===== config.mk =====
export PLATFORM = sky130hd
export DESIGN_NAME = trng_serial_tx
export DESIGN_NICKNAME = d
export VERILOG_FILES = /design/src/rtl/trng_pkg.sv /design/src/rtl/trng_serial_tx_sync_2ff.sv /design/src/rtl/trng_serial_tx.sv
export SDC_FILE = /design/constraint.sdc
export NUM_CORES = 1
export LEC_CHECK = 0
export BUFFER_PORTS_ARGS = -buffer_cell sky130_fd_sc_hd__buf_2
export CAP_MARGIN = 20
export CELL_PAD_IN_SITES_DETAIL_PLACEMENT = 1
export CELL_PAD_IN_SITES_GLOBAL_PLACEMENT = 2
export CORE_MARGIN = 2
export CORE_UTILIZATION = 43
export DETAILED_ROUTE_END_ITERATION = 10
export PLACE_DENSITY = 0.91
export RECOVER_POWER = 50
export SYNTH_ARGS = -nofsm -noshare
export SYNTH_HDL_FRONTEND = slang
export SYNTH_HIERARCHICAL = 1
export SYNTH_SLANG_ARGS = --single-unit

===== constraint.sdc =====
create_clock -name i_clk -period 3.5 [get_ports i_clk]
set_input_delay 0.35 -clock i_clk [delete_from_list [all_inputs] [get_ports i_clk]]
set_output_delay 0.35 -clock i_clk [all_outputs]
set_load 0.02 [all_outputs]

===== src/rtl/trng_pkg.sv =====
// Shared types and serial framing constants for the TRNG serial path.
package trng_pkg;

    typedef enum logic [1:0] {
        IDLE  = 2'd0,
        START = 2'd1,
        DATA  = 2'd2,
        STOP  = 2'd3
    } tx_state_t;

    localparam int DATA_BITS = 8;
    localparam int STOP_BITS = 1;

endpackage


===== src/rtl/trng_serial_tx_sync_2ff.sv =====
// Generic 1-bit two-flop synchroniser with a configurable reset value.
module sync_2ff #(
    parameter logic RESET_VAL = 1'b0
) (
    input  logic i_clk,
    input  logic i_reset,
    input  logic i_d,
    output logic o_q
);

    logic meta_q;
    logic sync_q;

    always_ff @(posedge i_clk or posedge i_reset) begin
        if (i_reset) begin
            meta_q <= RESET_VAL;
            sync_q <= RESET_VAL;
        end else begin
            meta_q <= i_d;
            sync_q <= meta_q;
        end
    end

    assign o_q = sync_q;

endmodule


===== src/rtl/trng_serial_tx.sv =====
// Byte-serial 8N1 transmitter with RTS flow control and frame-start pulse.
module trng_serial_tx
    import trng_pkg::*;
#(
    parameter int CLK_DIV     = 868,
    parameter int FRAME_BYTES = 16384
) (
    input  logic       i_clk,
    input  logic       i_reset,
    input  logic [7:0] i_dat,
    input  logic       i_write,
    input  logic       i_serial_rts_n,
    output logic       o_ready,
    output logic       o_serial_data,
    output logic       o_new_frame
);

    localparam int DW = $clog2(CLK_DIV);
    localparam int FW = $clog2(FRAME_BYTES);
    localparam logic [DW-1:0] DIV_LAST = DW'(CLK_DIV - 1);
    localparam logic [2:0]    BIT_LAST = 3'(DATA_BITS - 1);

    tx_state_t state_q, state_d;

    logic [DW-1:0] div_q, div_d;
    logic [2:0]    bit_q, bit_d;
    logic [7:0]    shift_q, shift_d;
    logic [7:0]    hold_q;
    logic          full_q;
    logic [FW-1:0] frame_q;
    logic          line_q, line_d;
    logic          new_frame_q;
    logic          rts_sync;
    logic          cts;
    logic          tick;
    logic          start_ok;
    logic          load;
    logic          accept;

    sync_2ff #(
        .RESET_VAL(1'b1)
    ) u_rts_sync (
        .i_clk  (i_clk),
        .i_reset(i_reset),
        .i_d    (i_serial_rts_n),
        .o_q    (rts_sync)
    );

    assign cts      = ~rts_sync;
    assign tick     = (div_q == DIV_LAST);
    assign start_ok = full_q & cts;
    assign accept   = i_write & ~full_q;
    // cts only matters at byte boundaries: idle, or the last STOP cycle
    assign load     = start_ok &
                      ((state_q == IDLE) | ((state_q == STOP) & tick));

    always_ff @(posedge i_clk or posedge i_reset) begin
        if (i_reset) begin
            state_q <= IDLE;
        end else begin
            state_q <= state_d;
        end
    end

    always_comb begin
        state_d = state_q;
        unique case (state_q)
            IDLE:  if (start_ok) state_d = START;
            START: if (tick) state_d = DATA;
            DATA:  if (tick && bit_q == BIT_LAST) state_d = STOP;
            STOP:  if (tick) state_d = start_ok ? START : IDLE;
            default: state_d = IDLE;
        endcase
    end

    always_comb begin
        div_d   = div_q + DW'(1);
        bit_d   = bit_q;
        shift_d = shift_q;
        line_d  = 1'b1;
        if (state_q == IDLE || tick || state_d != state_q) begin
            div_d = '0;
        end
        if (state_d == DATA && state_q != DATA) begin
            bit_d = '0;
        end else if (state_q == DATA && tick) begin
            bit_d = bit_q + 3'd1;
        end
        if (load) begin
            shift_d = hold_q;
        end else if (state_q == DATA && tick) begin
            shift_d = {1'b0, shift_q[7:1]};
        end
        unique case (state_d)
            START:   line_d = 1'b0;
            DATA:    line_d = shift_d[0];
            default: line_d = 1'b1;
        endcase
    end

    always_ff @(posedge i_clk or posedge i_reset) begin
        if (i_reset) begin
            div_q       <= '0;
            bit_q       <= '0;
            shift_q     <= '0;
            hold_q      <= '0;
            full_q      <= 1'b0;
            frame_q     <= '0;
            line_q      <= 1'b1;
            new_frame_q <= 1'b0;
        end else begin
            div_q       <= div_d;
            bit_q       <= bit_d;
            shift_q     <= shift_d;
            line_q      <= line_d;
            new_frame_q <= load & (frame_q == '0);
            if (load) begin
                full_q  <= 1'b0;
                frame_q <= frame_q + FW'(1);
            end else if (accept) begin
                full_q  <= 1'b1;
            end
            if (accept) begin
                hold_q <= i_dat;
            end
        end
    end

    assign o_ready       = ~full_q;
    assign o_serial_data = line_q;
    assign o_new_frame   = new_frame_q;

endmodule


==> flow_summary.ini, run 1 <==
[timing]
setup_violations = 0
clock_skew_ns = 0.01035
slew_headroom_pct = -13.28
finalSetupTns_ns = 0
timing.fmax_mhz = 437.2
worstMarginPinSlew_ns = 1.699
hold_slack_ns = 0.05192
period_needed_ns = 2.288
hold_viol = 0
rsz0062_at_grt = no
slew_violations = 34
min_period_over_period_pct = 65.36

[yosys]
synth_cell_types = 39
synth-seq-cells = 50
synth_top_family_by_area = simple AND/OR/NAND/NOR gates
synthAdderAreaFrac_pct = 2.725
synth_cells = 205
synth_area_um2 = 2296
synth_xor_area_share_pct = 8.011
synth_edf_count = 0
yosysWarnings = 6
avgSynthCellArea_um2 = 11.20
async_flop_share_pct = 100.0
yosysSeqAreaShare_pct = 54.66
synthesis.nets = 222
ys.flop_type = dfrtp_1
synth_mux_area_share_pct = 4.360
synth_compound_area_share_pct = 10.08
synthSimpleGateAreaFrac_pct = 17.55

[place]
io_buffers = 14
gp_congestion = 0.7105
dp_hpwl_um = 2949

[setup_path]
path_max_fanout = 8
worstPathRequired_ns = 3.71
crit_chain = ha_1, or3b_1, or4_1, nor2_8, nor2_2, a21o_1
crit_arrival_ns = 2.50
crit_slowest_cell = or4_1
end_kind = flop
slowest_delay_ns = 0.60
path_class = reg2reg
startpoint_type = flop

[global_route]
grt_pass1_vias = 1633
grt_usage_pct = 16.17
antenna_found_initial = 0
grt_pass1_wl_um = 7659
grt_max_degree = 49
grt_overflow_total = 0

[pwr]
ir_drop_mv = 0.4219
leakage_uw = 0.001186
p_per_area_nw_per_um2 = 614.3
p_comb_share_pct = 18.4
p_int_uw = 1098
power_switching_uw = 462.2
total_power_uw = 1560
pwr-share-clk_pct = 26.7
power_frac_seq_pct = 54.9
switching_share_pct = 29.62

[clock_network]
clkTransAtPathRegs_ns = 0.10
cts_max_level = 2
cts_setup_buffers = 0
cts_resized = 0
numCtsBuffers = 5
clk_latency_ns = 0.31
cts-root-buf = clkbuf_8
clock_sinks = 50
cts_max_path_buffers = 2
ctsHoldBuffers = 0
cts_tree = built

[cells_and_area]
mostFrequentLayoutCells = 47 x dfrtp_1, 18 x xnor2_1, 17 x nor2_1, 13 x buf_2
diodes = 0
area_delta_synth_final_pct = 10.63
final_common_cell = dfrtp_1
drive_above_1_share_pct = 16.36
layout.nets = 236

[route]
routed_via_density = 5.348
wirelength_um = 4252
wl_per_cell_um = 14.66
drc = 0
drtIter0Drc = 42
ant_nets = 0
firstDrtPassIters = 4
vias = 1551

[die]
rows = 26
fp.dieH_um = 77.07
start_util_pct = 44.67
core_um2 = 5140
die_w_um = 77.07
ios = 15
dieArea_um2 = 5940

[flow_run]
cap_violations = 1

[outcome]
status = finished, violations left
violations = capacitance limit, slew limit

[hold_path]
hp-class = in2async
power groups by stage:
stage,clock network [µW],logic [µW],registers [µW]
floorplan,0,244,823
global placement,0,279,861
detailed placement,0,294,868
CTS,435,295,857
global route,463,332,882
finish,417,288,856
per-stage QoR:
step / utilization, % / instances / worst slack [ns] / cell area (µm²)
2_1_floorplan: - / 205 / 1.464 / 2296
3_3_place_gp: 47.08 / 281 / 1.291 / 2420
3_5_place_dp: 47.08 / 281 / 1.196 / 2420
4_1_cts: 49.37 / 289 / 1.196 / 2537
5_1_grt: 49.42 / 290 / 0.9678 / 2540
6_report: 49.42 / 290 / 1.212 / 2540
cells by family (layout without fill, tap and decap cells):
kind of cell / Yosys count / count (layout)
AO/OA/AOI/OAI: 32 / 32
XOR/XNOR: 21 / 21
buffers and inverters: 15 / 30
AND/OR/NAND/NOR: 73 / 73
flip-flops: 50 / 50
multiplexers: 9 / 9
adder cells (fa/ha/maj): 5 / 5
worst max-delay path, delay by kind of cell, from the launching register on:
family	cells	cell delay [ns]
AOI/OAI and AO/OA	1	0.23
DFF	1	0.40
and+or+nand+nor	4	1.33
adders and majority gates	1	0.23
sequential cells by signal (all words and copies together) (netlist names):
register           count
state_q                2
shift_q                8
div_q                 10
bit_q                  3
hold_q                 8
o_serial_data          1
u_rts_sync/o_q         1
o_new_frame            1
frame_q               14
full_q                 1
u_rts_sync/meta_q      1
layout make-up:
cell class | instances | area, µm²
inverter | 7 | 26.28
fill | 597 | 2600
multi-input combinational | 140 | 980.9
timing repair buffer | 15 | 72.57
clock inverter | 3 | 48.80
tap | 70 | 87.58
sequential | 50 | 1255
clock buffer | 5 | 68.82
synthesized netlist by cell type (all sizes together), types with 4 or more instances:
| cell type | instances | area (µm²) |
|---|---|---|
| a21o | 8 | 60.06 |
| a22o | 9 | 78.83 |
| and3 | 5 | 31.28 |
| buf | 4 | 18.76 |
| clkbuf | 4 | 15.01 |
| dfrtp | 47 | 1176 |
| ha | 5 | 62.56 |
| inv | 7 | 26.28 |
| mux2 | 8 | 90.09 |
| nand2 | 12 | 45.04 |
| nand3 | 12 | 60.06 |
| nand4 | 6 | 37.54 |
| nor2 | 19 | 90.09 |
| nor4 | 5 | 37.53 |
| o21ai | 10 | 53.80 |
| xnor2 | 18 | 157.7 |
routing by layer:
layer / share of wire (%) / vias to the layer above / routed length [µm] / global-route usage (%)
li1: - / 750 / - / -
met1: 48 / 776 / 2021 / 22.17
met2: 48 / 19 / 2051 / 25.88
met3: 3.1 / 6 / 132 / 3.882
met4: 1.1 / 0 / 46 / 4.286
met5: 0 / - / 0 / 0
final timing paths:
check	from	depth (start not counted)	slack, ns	end
max in group asynchronous	i_reset	3	1.43	bit_q[0]
setup reg to reg	div_q[0]	6	1.21	shift_q[6]
hold / removal	i_reset	2	0.05	u_rts_sync/meta_q
min in group i_clk	i_serial_rts_n	1	0.14	u_rts_sync/meta_q
setup / recovery	div_q[0]	6	1.21	shift_q[6]
hold reg to reg	u_rts_sync/meta_q	0	0.37	u_rts_sync/o_q
Power figures use the tool's default switching activity.
==> run 2: changes to the inputs <==
- CORE_UTILIZATION: 43 -> 36
- PLACE_DENSITY: 0.91 -> 0.82
- clock period: 3.5 -> 1.9 ns (I/O delays scaled with it)
==> run 2 against run 1 <==
The run ends with setup timing left. Register-to-register slack got worse by 1.3 ns. Via count grew 3.5%. Critical endpoint is now shift_q[1]. Sequential share of layout area fell by 3.8 points.
==> flow_summary.ini, run 2 (synthesized netlist as in run 1, its figures left out) <==
[flow_run]
cap_violations = 0

[global_route]
antenna_found_initial = 0
grt_usage_pct = 14.55
grt_pass1_vias = 1755
grt_pass1_wl_um = 8286
grt_max_degree = 29
grt_overflow_total = 0

[timing]
timing.fmax_mhz = 501.6
min_period_over_period_pct = 104.9
finalSetupTns_ns = -0.6469
layout_setup_ws_ns = -0.09372
setup_violations = 8
clock_skew_ns = 0.01450
worstMarginPinSlew_ns = 0.8297
period_needed_ns = 1.994
hold_viol = 0
slew_headroom_pct = 44.63
slew_violations = 0
rsz0062_at_grt = yes

[cells_and_area]
multi_input_area_um2 = 1003
layout.area.seq_um2 = 1255
mostFrequentLayoutCells = 47 x dfrtp_1, 18 x xnor2_1, 18 x buf_4, 17 x nor2_1, 13 x buf_2
largest_reg_flops = 14
layout.nets = 258
diodes = 0
drive_above_1_share_pct = 25.21
final_common_cell = dfrtp_1
area_delta_synth_final_pct = 19.78
fillCellCount = 707
utilization_pct = 44.07
reg_top3 = frame_q: 14 flops, div_q: 10 flops
regMostFlops = frame_q

[place]
dp_hpwl_um = 3282
gp_congestion = 0.7321
place_ws_ns = -0.1154
io_buffers = 14

[route]
vias = 1606
routed_via_density = 5.034
firstDrtPassIters = 4
drc = 0
drtIter0Drc = 60
wl_per_cell_um = 14.52
wirelength_um = 4631
ant_nets = 0

[setup_path]
reg2reg_depth = 7
r2r-start = div_q[1]
crit_chain = ha_2, or3b_4, or4_4, nor2_8, buf_4, a22o_1, a21o_1
path_class = reg2reg
end_kind = flop
crit_arrival_ns = 2.26
slowest_delay_ns = 0.50
rr_endpoint = shift_q[1]
startpoint_type = flop
worstPathRequired_ns = 2.16
path_max_fanout = 6
crit_slowest_cell = or4_4
regToRegSetupSlack_ns = -0.09

[die]
fp.dieH_um = 83.86
start_util_pct = 36.79
ios = 15
dieArea_um2 = 7033
core_um2 = 6241
rows = 29
die_w_um = 83.86

[outcome]
violations = setup timing
status = finished, violations left

[pwr]
leakage_uw = 0.001301
p_per_area_nw_per_um2 = 1064
ir_drop_mv = 0.4521

[clock_network]
clock_sinks = 50
clkTransAtPathRegs_ns = 0.11
cts_max_level = 2
cts-root-buf = clkbuf_8
clk_latency_ns = 0.31
cts_max_path_buffers = 2
numCtsBuffers = 5
cts_tree = built

[hold_path]
hp-class = in2reg
holdPathEnd = hold_q[4]
holdPathStages = 2
hold_start = i_dat[4]
run 2: cell count changes in the layout (fill, tap and decap cells not counted), sizes merged:
cell         previous run  this run
dlygate4sd3             0         2
bufinv                  1         0
buf                    13        33
clkinv                  0         2
clkinvlp                1         0
run 2: what timing repair did:
| item | 4_1_cts | 5_1_grt |
|---|---|---|
| gates resized for setup | 1 | 6 |
| endpoints found under the setup margin | 20 | 23 |
| setup buffers | 0 | 4 |
| endpoints found under the hold margin | 24 | 0 |
| hold buffers | 2 | 0 |
| pin swaps | 0 | 3 |
run 2: final cells by class:
type	count	area share, %
multi-input combinational	140	36.49
timing repair buffer	37	9.873
sequential	50	45.63
clock buffer	5	2.502
tap	77	3.503
inverter	7	0.9554
clock inverter	3	1.046
run 2: routing by layer:
metal / vias up / GRT usage, % / routed length [µm]
li1: 792 / - / -
met1: 800 / 19.64 / 2264
met2: 12 / 24.22 / 2251
met3: 2 / 3.165 / 99
met4: 0 / 3.079 / 16
met5: - / 0 / 0
run 2: how the worst max path moves through the flow:
stage                            end  startpoint  cells after the start  slack, ns
after global placement    shift_q[4]    div_q[1]                      7      -0.03
final                     shift_q[1]    div_q[1]                      7      -0.09
after floorplan           shift_q[0]    div_q[0]                      7       -0.1
after detailed placement  shift_q[0]    div_q[1]                      7      -0.12
after global routing      shift_q[0]    div_q[1]                      6      -0.18
after CTS                 shift_q[0]    div_q[1]                      7      -0.10
run 2: critical path: cells and delay by family, from the launching register on:
family	cells	cell delay, ns
AO/OA/AOI/OAI	2	0.20
buffers and inverters	1	0.13
adder cells (fa/ha/maj)	1	0.19
flip-flops	1	0.38
AND/OR/NAND/NOR	3	1.06
run 2: metrics by stage:
step | area (µm²) | hold WS, ns | instances | total power (µW)
after floorplan | 2305 | 0.1015 | 205 | 1968
after global placement | 2604 | 0.2327 | 306 | 2222
after detailed placement | 2604 | 0.2375 | 306 | 2268
after CTS | 2725 | 0.08630 | 316 | 2945
after global routing | 2750 | 0.09011 | 319 | 3145
final | 2750 | 0.09547 | 319 | 2927
run 2: where the power goes:
group	internal (µW)	leakage (µW)	switching, µW
clock	273	0.0000502	389
combinational	402	0.000612	334
sequential	1340	0.000638	190
==> run 3: changes to the inputs <==
- ABC_AREA: not set -> 1
- CORE_UTILIZATION: 36 -> 34
- PLACE_DENSITY: 0.82 -> 0.83
==> run 3 against run 2 <==
The run now ends clean. Die area up 13%. Clock skew down 0.0051 ns. Register-to-register slack better by 0.27 ns. Flip-flop and latch count unchanged. Largest cell class unchanged.
==> flow_summary.ini, run 3 <==
[route]
drc = 0
firstDrtPassIters = 4
drtIter0Drc = 33
wirelength_um = 5080
routed_via_density = 4.605
vias = 1805
wl_per_cell_um = 12.96
ant_nets = 0

[yosys]
synth_common_cells = 58 x nand2_1, 47 x dfrtp_1, 36 x inv_1
ys.flop_type = dfrtp_1
synth-seq-cells = 50
avgSynthCellArea_um2 = 9.101
synth_top_cell_area_share_pct = 47.86
yosys.area.top_type = dfrtp_1
synth_area_leaders = dfrtp_1 48%, nand2_1 8.9%, inv_1 5.5%, nor2_1 3.7%, xor2_1 3.6%
synth_area_um2 = 2457
async_flop_share_pct = 100.0
yosysSeqAreaShare_pct = 51.07
yosysWarnings = 6
synth_edf_count = 0
synth_cells = 270
synth_cell_types = 35
synthesis.nets = 287
yosysMostFrequentCell = nand2_1

[cells_and_area]
largest_reg_flops = 14
layout.nets = 312
regMostFlops = frame_q
area_delta_synth_final_pct = 13.34
diodes = 0
multi_input_area_um2 = 1041
final_common_cell = nand2_1
fillCellCount = 839
drive_above_1_share_pct = 17.23
fin_cells = 392
layout.area.seq_um2 = 1255
utilization_pct = 40.33
mostFrequentLayoutCells = 58 x nand2_1, 47 x dfrtp_1, 35 x inv_1, 24 x nor2_1, 16 x nand3_1
reg_top3 = frame_q: 14 flops, div_q: 10 flops

[setup_path]
worstPathRequired_ns = 2.12
crit_arrival_ns = 1.95
end_kind = flop
startpoint_type = flop
r2r-start = div_q[0]
critPathLaunch = div_q[0]
reg2reg_depth = 10
path_class = reg2reg
regToRegSetupSlack_ns = 0.17
path_max_fanout = 14

[clock_network]
cts_max_level = 2
numCtsBuffers = 5
cts_max_path_buffers = 2
cts_tree = built
clk_latency_ns = 0.31
cts-root-buf = clkbuf_8
clkTransAtPathRegs_ns = 0.10
clock_sinks = 50

[pwr]
p_per_area_nw_per_um2 = 698.2
ir_drop_mv = 0.3811
leakage_uw = 0.001273

[place]
dp_hpwl_um = 3805
gp_congestion = 0.7973
io_buffers = 14
dp.cells = 382

[global_route]
grt_max_degree = 49
grt_usage_pct = 14.51
grt_overflow_total = 0
grt_pass1_wl_um = 8887
antenna_found_initial = 0
grt_pass1_vias = 1936

[die]
ios = 15
start_util_pct = 35.58
fp.dieH_um = 89.02
rows = 30
die_w_um = 89.02
dieArea_um2 = 7924
core_um2 = 6907

[hold_path]
hold_start = i_dat[0]
hp-class = in2reg
holdPathStages = 2

[flow_run]
cap_violations = 0

[timing]
slew_violations = 0
slew_headroom_pct = 19.97
worstMarginPinSlew_ns = 1.200
setup_violations = 0
timing.fmax_mhz = 578.9
finalSetupTns_ns = 0
rsz0062_at_grt = no
clock_skew_ns = 0.009357
hold_viol = 0
period_needed_ns = 1.728
min_period_over_period_pct = 90.92

[outcome]
status = completed
run 3: area by class of cell:
cell class	count	share of cell area, %
Timing Repair Buffer	21	4.403
Inverter	38	5.301
Multi-Input combinational cell	179	37.38
Tap cell	96	4.313
Clock buffer	6	2.965
Clock inverter	2	0.5840
Sequential cell	50	45.06
run 3: cells by family after synthesis:
group / share of synthesized area [%]
buffers and inverters: 7.026
AOI/OAI and AO/OA: 5.804
adders and majority gates: 2.546
and+or+nand+nor: 25.31
muxes: 3.615
xor gates and xnor gates: 4.633
DFF: 51.07
run 3: per-stage QoR:
stage	hold slack (ns)	worst slack (ns)	power (µW)	area (µm²)
finish	0.1050	0.1724	1945	2785
global route	0.09454	0.004678	2029	2785
CTS	0.1020	0.08229	1977	2776
detailed placement	0.2484	0.1016	1294	2658
global placement	0.2299	0.2095	1286	2658
floorplan	0.1015	0.4100	1252	2457
run 3: report_power, final:
part	internal (µW)	switching [µW]	leakage, µW
registers	1130	29.0	0.000640
clock network	301	376	0.0000478
logic	57.7	51.3	0.000585
run 3: worst max-delay path, cell delays in order, from the launching register on:
cell and delay, ns:
dfrtp_1 0.38, ha_2 0.21, nand2_1 0.11, nor2_4 0.16, nand3_4 0.10, nand2_2 0.13, nand2_8 0.12, inv_6 0.12
buf_4 0.15, nand2_1 0.05, o211ai_1 0.10
run 3: worst paths after layout:
| check | endpoint |
|---|---|
| max | shift_q[5] |
| min | hold_q[0] |
| max reg2reg | shift_q[5] |
| min reg2reg | u_rts_sync/o_q |
| max in group asynchronous | frame_q[11] |
| min in group asynchronous | u_rts_sync/o_q |
run 3: what timing repair did:
item | in CTS | in global routing
endpoints found under the hold margin | 3 | 0
buffers inserted | 0 | 0
endpoints found under the setup margin | 0 | 10
resized for setup | 0 | 4
hold buffers | 2 | 0
run 3: per-layer routing:
layer  vias to the layer above  GRT usage [%]  wire length (µm)
met5                         -              0                 0
li1                        915              -                 -
met3                         5          2.862                98
met2                        18          24.08              2410
met4                         0          3.935                53
met1                       867          19.48              2518
